===== src/rtl/hazard_scoreboard.sv =====
// Register scoreboard for RAW/WAW issue stalls with fixed- and variable-latency producers.
// Optional same-cycle writeback bypass: define HAZARD_SCOREBOARD_WB_BYPASS_EN.
module hazard_scoreboard #(
  parameter int NREG   = 32,
  parameter int RAW_W  = 5,
  parameter int NUM_WB = 2,
  parameter int LAT_W  = 3,
  parameter int PERF_W = 16
) (
  input  logic                      clk,
  input  logic                      rst_n,
  input  logic                      flush,
  input  logic                      id_valid,
  input  logic [RAW_W-1:0]          id_rs1,
  input  logic [RAW_W-1:0]          id_rs2,
  input  logic                      id_use_rs1,
  input  logic                      id_use_rs2,
  input  logic [RAW_W-1:0]          id_rd,
  input  logic                      id_wen,
  input  logic [LAT_W-1:0]          id_lat,
  input  logic [NUM_WB-1:0]         wb_valid,
  input  logic [NUM_WB*RAW_W-1:0]   wb_rd,
  output logic                      issue_ready,
  output logic                      stall,
  output logic [NREG-1:0]           busy_vec,
  output logic [$clog2(NREG):0]     pending_cnt,
  output logic [PERF_W-1:0]         stall_cycles,
  output logic                      wb_spurious
);
  localparam int NIDX  = 2**RAW_W;
  localparam int CNT_W = $clog2(NREG) + 1;

  logic [NREG-1:0]            busy_q, busy_d, var_q, var_d;
  logic [NREG-1:0][LAT_W-1:0] cnt_q, cnt_d;
  logic [NREG-1:0]            wb_hit, clr, set, blk;
  logic [NIDX-1:0]            blk_ext, busy_ext, var_ext;
  logic [CNT_W-1:0]           pend_q, pend_d;
  logic [PERF_W-1:0]          sc_q;
  logic                       spur_q, spur_hit;
  logic                       raw, waw, fire;

  always_comb begin
    wb_hit = '0;
    for (int r = 1; r < NREG; r++)
      for (int k = 0; k < NUM_WB; k++)
        if (wb_valid[k] && wb_rd[k*RAW_W +: RAW_W] == RAW_W'(r)) wb_hit[r] = 1'b1;
  end

  always_comb begin
    clr = '0;
    for (int r = 1; r < NREG; r++)
      clr[r] = busy_q[r] & (var_q[r] ? wb_hit[r] : (cnt_q[r] == LAT_W'(1)));
  end

`ifdef HAZARD_SCOREBOARD_WB_BYPASS_EN
  assign blk = busy_q & ~clr;
`else
  assign blk = busy_q;
`endif

  assign blk_ext  = NIDX'(blk);
  assign busy_ext = NIDX'(busy_q);
  assign var_ext  = NIDX'(var_q);

  assign raw         = (id_use_rs1 & blk_ext[id_rs1]) | (id_use_rs2 & blk_ext[id_rs2]);
  assign waw         = id_wen & blk_ext[id_rd];
  assign issue_ready = ~rst_n | (~raw & ~waw & ~flush);
  assign stall       = id_valid & ~issue_ready;
  assign fire        = id_valid & issue_ready;

  // The counter holds cycles left after the issue cycle; lat=1 is forwardable
  // next cycle, so it never needs to occupy an entry.
  always_comb begin
    set = '0;
    if (fire && id_wen && id_lat != LAT_W'(1))
      for (int r = 1; r < NREG; r++)
        if (id_rd == RAW_W'(r)) set[r] = 1'b1;
  end

  always_comb begin
    busy_d = '0;
    var_d  = '0;
    cnt_d  = '0;
    for (int r = 1; r < NREG; r++) begin
      busy_d[r] = busy_q[r];
      var_d[r]  = var_q[r];
      cnt_d[r]  = cnt_q[r];
      if (flush) begin
        busy_d[r] = 1'b0;
        var_d[r]  = 1'b0;
        cnt_d[r]  = '0;
      end else if (set[r]) begin
        busy_d[r] = 1'b1;
        var_d[r]  = (id_lat == '0);
        cnt_d[r]  = (id_lat == '0) ? '0 : id_lat - LAT_W'(1);
      end else if (clr[r]) begin
        busy_d[r] = 1'b0;
        var_d[r]  = 1'b0;
        cnt_d[r]  = '0;
      end else if (busy_q[r] && !var_q[r] && cnt_q[r] > LAT_W'(1)) begin
        cnt_d[r]  = cnt_q[r] - LAT_W'(1);
      end
    end
  end

  always_comb begin
    logic [RAW_W-1:0] idx;
    idx      = '0;
    spur_hit = 1'b0;
    for (int k = 0; k < NUM_WB; k++) begin
      idx = wb_rd[k*RAW_W +: RAW_W];
      if (wb_valid[k] && idx != '0 && !(busy_ext[idx] && var_ext[idx])) spur_hit = 1'b1;
    end
    spur_hit = spur_hit & ~flush;
  end

  always_comb begin
    pend_d = '0;
    for (int r = 0; r < NREG; r++) pend_d = pend_d + CNT_W'(busy_d[r]);
  end

  always_ff @(posedge clk or negedge rst_n) begin
    if (!rst_n) begin
      busy_q <= '0;
      var_q  <= '0;
      cnt_q  <= '0;
      pend_q <= '0;
      sc_q   <= '0;
      spur_q <= 1'b0;
    end else begin
      busy_q <= busy_d;
      var_q  <= var_d;
      cnt_q  <= cnt_d;
      pend_q <= pend_d;
      if (stall && !flush && sc_q != '1) sc_q <= sc_q + PERF_W'(1);
      if (spur_hit) spur_q <= 1'b1;
    end
  end

  assign busy_vec     = busy_q;
  assign pending_cnt  = pend_q;
  assign stall_cycles = sc_q;
  assign wb_spurious  = spur_q;
endmodule

===== config.mk =====
export PLATFORM = sky130hd
export DESIGN_NAME = hazard_scoreboard
export DESIGN_NICKNAME = d
export VERILOG_FILES = /design/src/rtl/hazard_scoreboard.sv
export SDC_FILE = /design/constraint.sdc
export NUM_CORES = 1
export LEC_CHECK = 0
export ABC_AREA = 1
export CELL_PAD_IN_SITES_DETAIL_PLACEMENT = 0
export CELL_PAD_IN_SITES_GLOBAL_PLACEMENT = 1
export CORE_MARGIN = 4
export CORE_UTILIZATION = 38
export DETAILED_ROUTE_END_ITERATION = 7
export DONT_BUFFER_PORTS = 1
export PLACE_DENSITY_LB_ADDON = 0.1
export SLEW_MARGIN = 20
export SYNTH_ARGS = -nofsm -noshare
export SYNTH_HDL_FRONTEND = slang
export SYNTH_SLANG_ARGS = --single-unit
export TNS_END_PERCENT = 5

===== constraint.sdc =====
create_clock -name clk -period 5.5 [get_ports clk]
set_input_delay 1.1 -clock clk [delete_from_list [all_inputs] [get_ports clk]]
set_output_delay 1.1 -clock clk [all_outputs]
set_load 0.05 [all_outputs]

[After elaboration in Yosys (flattened, before gate mapping)]
Index checks and enable logic that the tools add are counted.
Storage, ports and cells
  register bits: 178
  bits in latches: 0
  bits in writable memories: 0
  ROM bits: 0
  input port bits: 37
  output and inout port bits: 57
  word-level logic and storage cells: 1022
  memories: 0
Cells by class
  add/sub/neg operators: 63
  multipliers: 0
  divide/modulo/power cells: 0
  $lt $le $gt $ge: 36
  equality and inequality tests: 126
  shift-type cells: 0
  multiplexer cells: 452
  bitwise gates (word level): 46
  reductions and logical operators: 233
Operators by type and width (count)
  2-to-1 mux 3 bit: 125
  2-to-1 mux 1 bit: 319
  == test 5 bit, second input constant: 48
  adder 6 x 1 -> 6 bit: 25
  logical AND 1 bit: 134
  nonzero test 4 bit: 31
  == test 5 x 4 -> 1 bit, second input constant: 24
  subtractor 3 x 1 -> 3 bit, second input constant: 32
  == test 3 x 1 -> 1 bit, second input constant: 31
  greater-than comparator 3 x 1 -> 1 bit, second input constant: 31
  nonzero test 3 bit: 31
  == test 5 x 3 -> 1 bit, second input constant: 12
  AND 1 bit: 39
  binary-select mux 1 bit (select 5 bit): 7
  zero test 1 bit: 34
  2-to-1 mux 31 bit: 1
  == test 5 x 2 -> 1 bit, second input constant: 6
  < comparator 5 x 6 -> 1 bit, second input constant: 5
  adder 16 x 1 -> 16 bit, second input constant: 1
  != test 16 bit, second input constant: 1
  == test 5 x 1 -> 1 bit, second input constant: 3
  nonzero test 5 bit: 2
  adder 5 x 1 -> 6 bit: 1
  adder 4 x 1 -> 5 bit: 1
  other kinds (7): 12

[Longest topological paths before layout]
  depth after elaboration: 44
  depth in mapped cells: 33
  depth with buffers taken out: 31

[Least setup slack after synthesis]
No wires, ideal clock.
  kind: input-to-reg
  from: input id_rd[1]
  to: register pend_q[4], in the netlist pending_cnt[4]
  library setup time: 0.123 ns
  arrival: 6.683 ns
  data required time: 5.377 ns
  setup slack: -1.306 ns
  cell stages on the path: 32
  path buffers: 2
  cells stage by stage: buf_4 -> inv_4 -> nor2_2 -> nand2_1 -> nand2_1 -> nor2_1 -> nor2_1 -> nor2_1 -> nand2_1 -> a21oi_1 -> nand3_2 -> nand2_4 -> buf_12 -> nand3_4 -> a21oi_1 -> inv_1 -> fa_1 -> fa_1 -> inv_1 -> fa_1 -> inv_1 -> fa_1 -> fa_1 -> inv_1 -> fa_1 -> inv_1 -> fa_1 -> inv_1 -> fa_1 -> nand3_1 -> nand3_1 -> xor2_1
On the way
  elaborated cells between the ends (all ways): 165
  classes of those cells: add/sub (30); eq/ne (31); mux (96); bitwise (6); reduce/logical (2)
RTL lines
  start, declared: RTL line 18  | input logic [RAW_W-1:0] id_rd,
  binary-select mux 1 bit (select 5 bit): RTL line 66  | assign waw = id_wen & blk_ext[id_rd];
  2-to-1 mux 1 bit (implied by the code): RTL line 66
  AND 1 bit: RTL line 66
  inverter 1 bit: RTL line 67  | assign issue_ready = ~rst_n | (~raw & ~waw & ~flush);
  AND 1 bit (2 in series): RTL line 67
  OR 1 bit: RTL line 67
  net issue_ready: RTL line 23  | output logic issue_ready,
  AND 1 bit: RTL line 69  | assign fire = id_valid & issue_ready;
  logical AND 1 bit (2 in series): RTL line 75  | if (fire && id_wen && id_lat != LAT_W'(1))
  2-to-1 mux 31 bit: RTL line 75
  2-to-1 mux 1 bit: RTL line 92  | end else if (set[r]) begin
  2-to-1 mux 1 bit: RTL line 88  | if (flush) begin
  net busy_d[20]: RTL line 33  | logic [NREG-1:0] busy_q, busy_d, var_q, var_d;
  adder 6 x 1 -> 6 bit (12 in series): RTL line 119  | for (int r = 0; r < NREG; r++) pend_d = pend_d + CNT_W'(busy_d[r]);
  net pend_d[4]: RTL line 37  | logic [CNT_W-1:0] pend_q, pend_d;
  end signal, assigned: RTL line 134  | pend_q <= pend_d;
  end, declared: RTL line 37
The timed path passes the listed nets, and every way through them passes these cells. The select of a mux whose other input is x is not followed.
A chain may end at the register's enable or synchronous reset.

[Worst setup path after layout]
  from: input id_rd[3]
  to: register pend_q[4], in the netlist pending_cnt[4]
On the way
  elaborated cells between the ends (all ways): 165
  classes of those cells: add/sub (30); eq/ne (31); mux (96); bitwise (6); reduce/logical (2)
RTL lines (RTL line)
  binary-select mux 1 bit (select 5 bit): 66
  2-to-1 mux 1 bit (implied by the code): 66
  AND 1 bit: 66
  inverter 1 bit: 67
  AND 1 bit (2 in series): 67
  OR 1 bit: 67
  AND 1 bit: 69
  logical AND 1 bit (2 in series): 75
  2-to-1 mux 31 bit (*): 75
  2-to-1 mux 1 bit (*): 92
  2-to-1 mux 1 bit (*): 88
  net busy_d[12]: 33
  adder 6 x 1 -> 6 bit (*) (20 in series): 119
  net pend_d[4]: 37
The timed path passes the listed nets; every way through them passes the cells marked *. The select of a mux whose other input is x is not followed.

==> results.py <==
metrics = {
    "outcome": {
        "status": "complete, but fails checks",
        "violations": "setup timing",
    },
    "cts": {
        "cts_buffer_depth": 2,
        "ctsHoldBuffers": 0,
        "cts-root-buf": "clkbuf_16",
        "clock_latency_ns": 0.51,
        "cts.clk_slew.worst_paths_ns": 0.07,
        "cts_sinks": 178,
        "numCtsBuffers": 17,
        "htree_num_levels": 4,
        "cts_tree": "yes",
    },
    "worst_setup_path": {
        "crit_buf_inv": 9,
        "r2r_end": "pending_cnt[4]",
        "ff2ff_setup_slack_ns": -0.68,
        "rr_worst_depth": 32,
        "crit_arrival_ns": 6.69,
        "crit_family": "adder cells",
        "r2r_start": "busy_vec[20]",
        "crit_fanout": 6,
        "slowest_stage": "fa_1",
        "crit_required_ns": 5.89,
        "worst_path_largest_cell_delay_ns": 0.51,
        "critPathKind": "in -> reg",
        "startpoint_type": "input pin",
        "cp-end-kind": "register",
        "critical_path.startpoint": "id_rd[3]",
        "crit_top_cell": "fa_1",
    },
    "job": {
        "cap_violations": 0,
    },
    "logic_synthesis": {
        "synth_edf_count": 0,
        "syn_area_per_cell_um2": 7.00,
        "syn_area_um2": 15400,
        "syn-num-nets": 2339,
        "ys_seq_area_share_pct": 28.8,
        "synth-seq-cells": 178,
        "synth_ff_type": "dfrtp_1",
        "syn_inst": 2207,
        "ys_warn_count": 0,
        "synthArstFlopShare_pct": 100,
        "synth_cell_types": 46,
    },
    "timing": {
        "period_minus_slack_ns": 6.30,
        "rsz0062_at_grt": "yes",
        "tightest_slew_ns": 1.06,
        "finClkSkew_ns": 0.0216,
        "fmax_ghz": 0.159,
        "hold_viol": 0,
        "setup_violations": 6,
        "fin_ws_ns": -0.796,
        "finalMaxSlewViolations": 0,
        "relSlewSlack_pct": 29.4,
        "fin_crit_sh_pct": 114,
    },
    "floorplanning": {
        "dieArea_um2": 43900,
        "die_width_um": 210,
        "die_h_um": 210,
        "std_cell_rows": 73,
        "start_util_pct": 38.7,
        "io_pins": 94,
        "core_area_um2": 39900,
    },
    "power": {
        "p_leak_nw": 9.26,
        "p_per_area_nw_per_um2": 223,
        "irDropWorstVdd_mv": 0.244,
    },
    "drt": {
        "viasPerCell": 5.51,
        "wl_per_cell_um": 21.3,
        "drt_iter0_drc": 1277,
        "dr.pass1.iters": 6,
        "drc": 0,
        "drtAntennaViolNets": 0,
        "vias": 16450,
        "wl_um": 63400,
    },
    "global_routing": {
        "grt_pass1_wl_um": 97300,
        "groute.usage.overall_pct": 28.9,
        "grt_pass1_vias": 15812,
        "grt_max_degree": 181,
        "overflow": 0,
        "grt_antenna_before_repair": 0,
    },
    "place": {
        "gp_congestion": 0.986,
        "portBuffers": 0,
        "dp.cells": 2947,
        "hpwl_um": 47900,
    },
    "layout": {
        "nets": 2577,
        "final-seq-area_um2": 4460,
        "drive_gt1_share_pct": 17.6,
        "diodes": 0,
        "instances_no_fill": 2983,
        "n_fill_cell": 4135,
        "multi_input_area_um2": 9420,
        "post-route-util_pct": 47.0,
        "area_growth_pct": 21.4,
    },
    "worst_hold_path": {
        "worstHoldPathType": "in -> async",
    },
}
Yosys cell counts, types with 2 or more instances:
cell / instances / area share (%)
xor2_1: 41 / 2.3
a21oi_1: 134 / 4.3
inv_1: 315 / 7.7
inv_2: 4 / 0.097
nand3_1: 331 / 11
dfrtp_1: 178 / 29
o22ai_1: 43 / 1.7
nand2_1: 491 / 12
buf_4: 11 / 0.53
a221oi_1: 5 / 0.28
buf_6: 2 / 0.15
nand2_4: 2 / 0.15
o21ai_1: 4 / 0.13
nand4_1: 121 / 4.9
o211ai_1: 19 / 0.92
a22o_1: 24 / 1.4
clkinv_1: 3 / 0.073
nand3b_1: 3 / 0.15
clkbuf_1: 32 / 0.78
nand3_2: 2 / 0.13
o21ai_0: 113 / 3.7
a21oi_2: 5 / 0.28
nor4_1: 3 / 0.12
buf_1: 14 / 0.34
or2_2: 24 / 0.97
o31ai_1: 3 / 0.15
fa_1: 23 / 3.0
nor2_1: 92 / 2.2
inv_4: 2 / 0.081
nand3_4: 29 / 3.3
xnor2_1: 6 / 0.34
buf_12: 3 / 0.39
a22oi_1: 4 / 0.19
nor3_1: 15 / 0.49
buf_2: 22 / 0.71
o221ai_1: 3 / 0.17
ha_1: 72 / 5.8
how the worst max path moves through the flow:
stage,to,slack [ns],cells past startpoint
after detailed placement,pending_cnt[4],-1.44,30
after global placement,pending_cnt[4],-1.32,29
after CTS,pending_cnt[4],-0.70,31
after global routing,pending_cnt[4],-0.97,32
final,pending_cnt[4],-0.80,32
after floorplan,pending_cnt[1],-1.25,30
cells by family (layout without fill, tap and decap cells):
kind of cell	after synthesis	in the layout	synth area share, %
other cells	1	1	0.0243
simple gates	1117	1117	35.4
fa+ha+maj	95	95	8.82
flops	178	178	28.8
xor+xnor	47	47	2.67
compound gates	361	361	13.5
buf+inv	408	659	10.8
placed cells by master, fill, tap and decap left out, types with 20 or more instances in the layout:
cell     Yosys  layout
nand3_4     29      29
or2_2       24      24
nand4_1    121     121
buf_4       11     297
inv_1      315     307
dfrtp_1    178     177
nor2_1      92      92
nand2_1    491     490
xor2_1      41      41
fa_1        23      20
o21ai_0    113     112
a21oi_1    134     125
a22o_1      24      24
o22ai_1     43      43
nand3_1    331     329
ha_1        72      72
per-layer routing:
metal | GRT usage [%] | wire length (um) | part of all wire, %
met5 | 0 | 0 | 0
met4 | 7.22 | 1180 | 1.9
met3 | 7.29 | 5390 | 8.5
met2 | 45.5 | 28800 | 45
met1 | 40.0 | 28100 | 44
state kept, by name (all words and copies together) (netlist names):
name and cells:
var_ext 31, pending_cnt 6, stall_cycles 16, busy_vec 31, wb_spurious 1, cnt_q 93
area by class of cell:
| class | instances | share of cell area [%] |
|---|---|---|
| Clock inverter | 14 | 0.988 |
| Inverter | 324 | 6.58 |
| Clock buffer | 18 | 2.29 |
| Sequential cell | 178 | 23.8 |
| Tap cell | 525 | 3.51 |
| Multi-Input combinational cell | 1621 | 50.3 |
| Timing Repair Buffer | 303 | 12.6 |
power by group:
part	leakage (nW)	switching [mW]	total [mW]	internal [mW]
clock	0.296	0.609	1.37	0.757
sequential	2.36	0.255	1.71	1.45
combinational	6.61	0.649	1.11	0.459
total	9.26	1.51	4.18	2.67
through the flow:
| stage | power (mW) | area (um2) | hold WS (ns) | setup WS, ns | TNS [ns] |
|---|---|---|---|---|---|
| 2_1_floorplan | 2.51 | 15500 | 0.449 | -1.25 | -6.62 |
| 3_3_place_gp | 2.80 | 18000 | 0.467 | -1.32 | -7.29 |
| 4_1_cts | 4.22 | 18700 | 0.253 | -0.697 | -3.60 |
| 5_1_grt | 4.45 | 18700 | 0.254 | -0.967 | -5.14 |
| 3_5_place_dp | 2.82 | 18000 | 0.473 | -1.44 | -7.96 |
| 6_report | 4.18 | 18700 | 0.283 | -0.796 | -4.16 |
what timing repair did:
item	CTS	global route
setup buffers	3	0
pin swaps	7	5
gates resized for setup	15	10
setup endpoints to repair	6	6
gates cloned	1	0
Power figures use the tool's default switching activity.
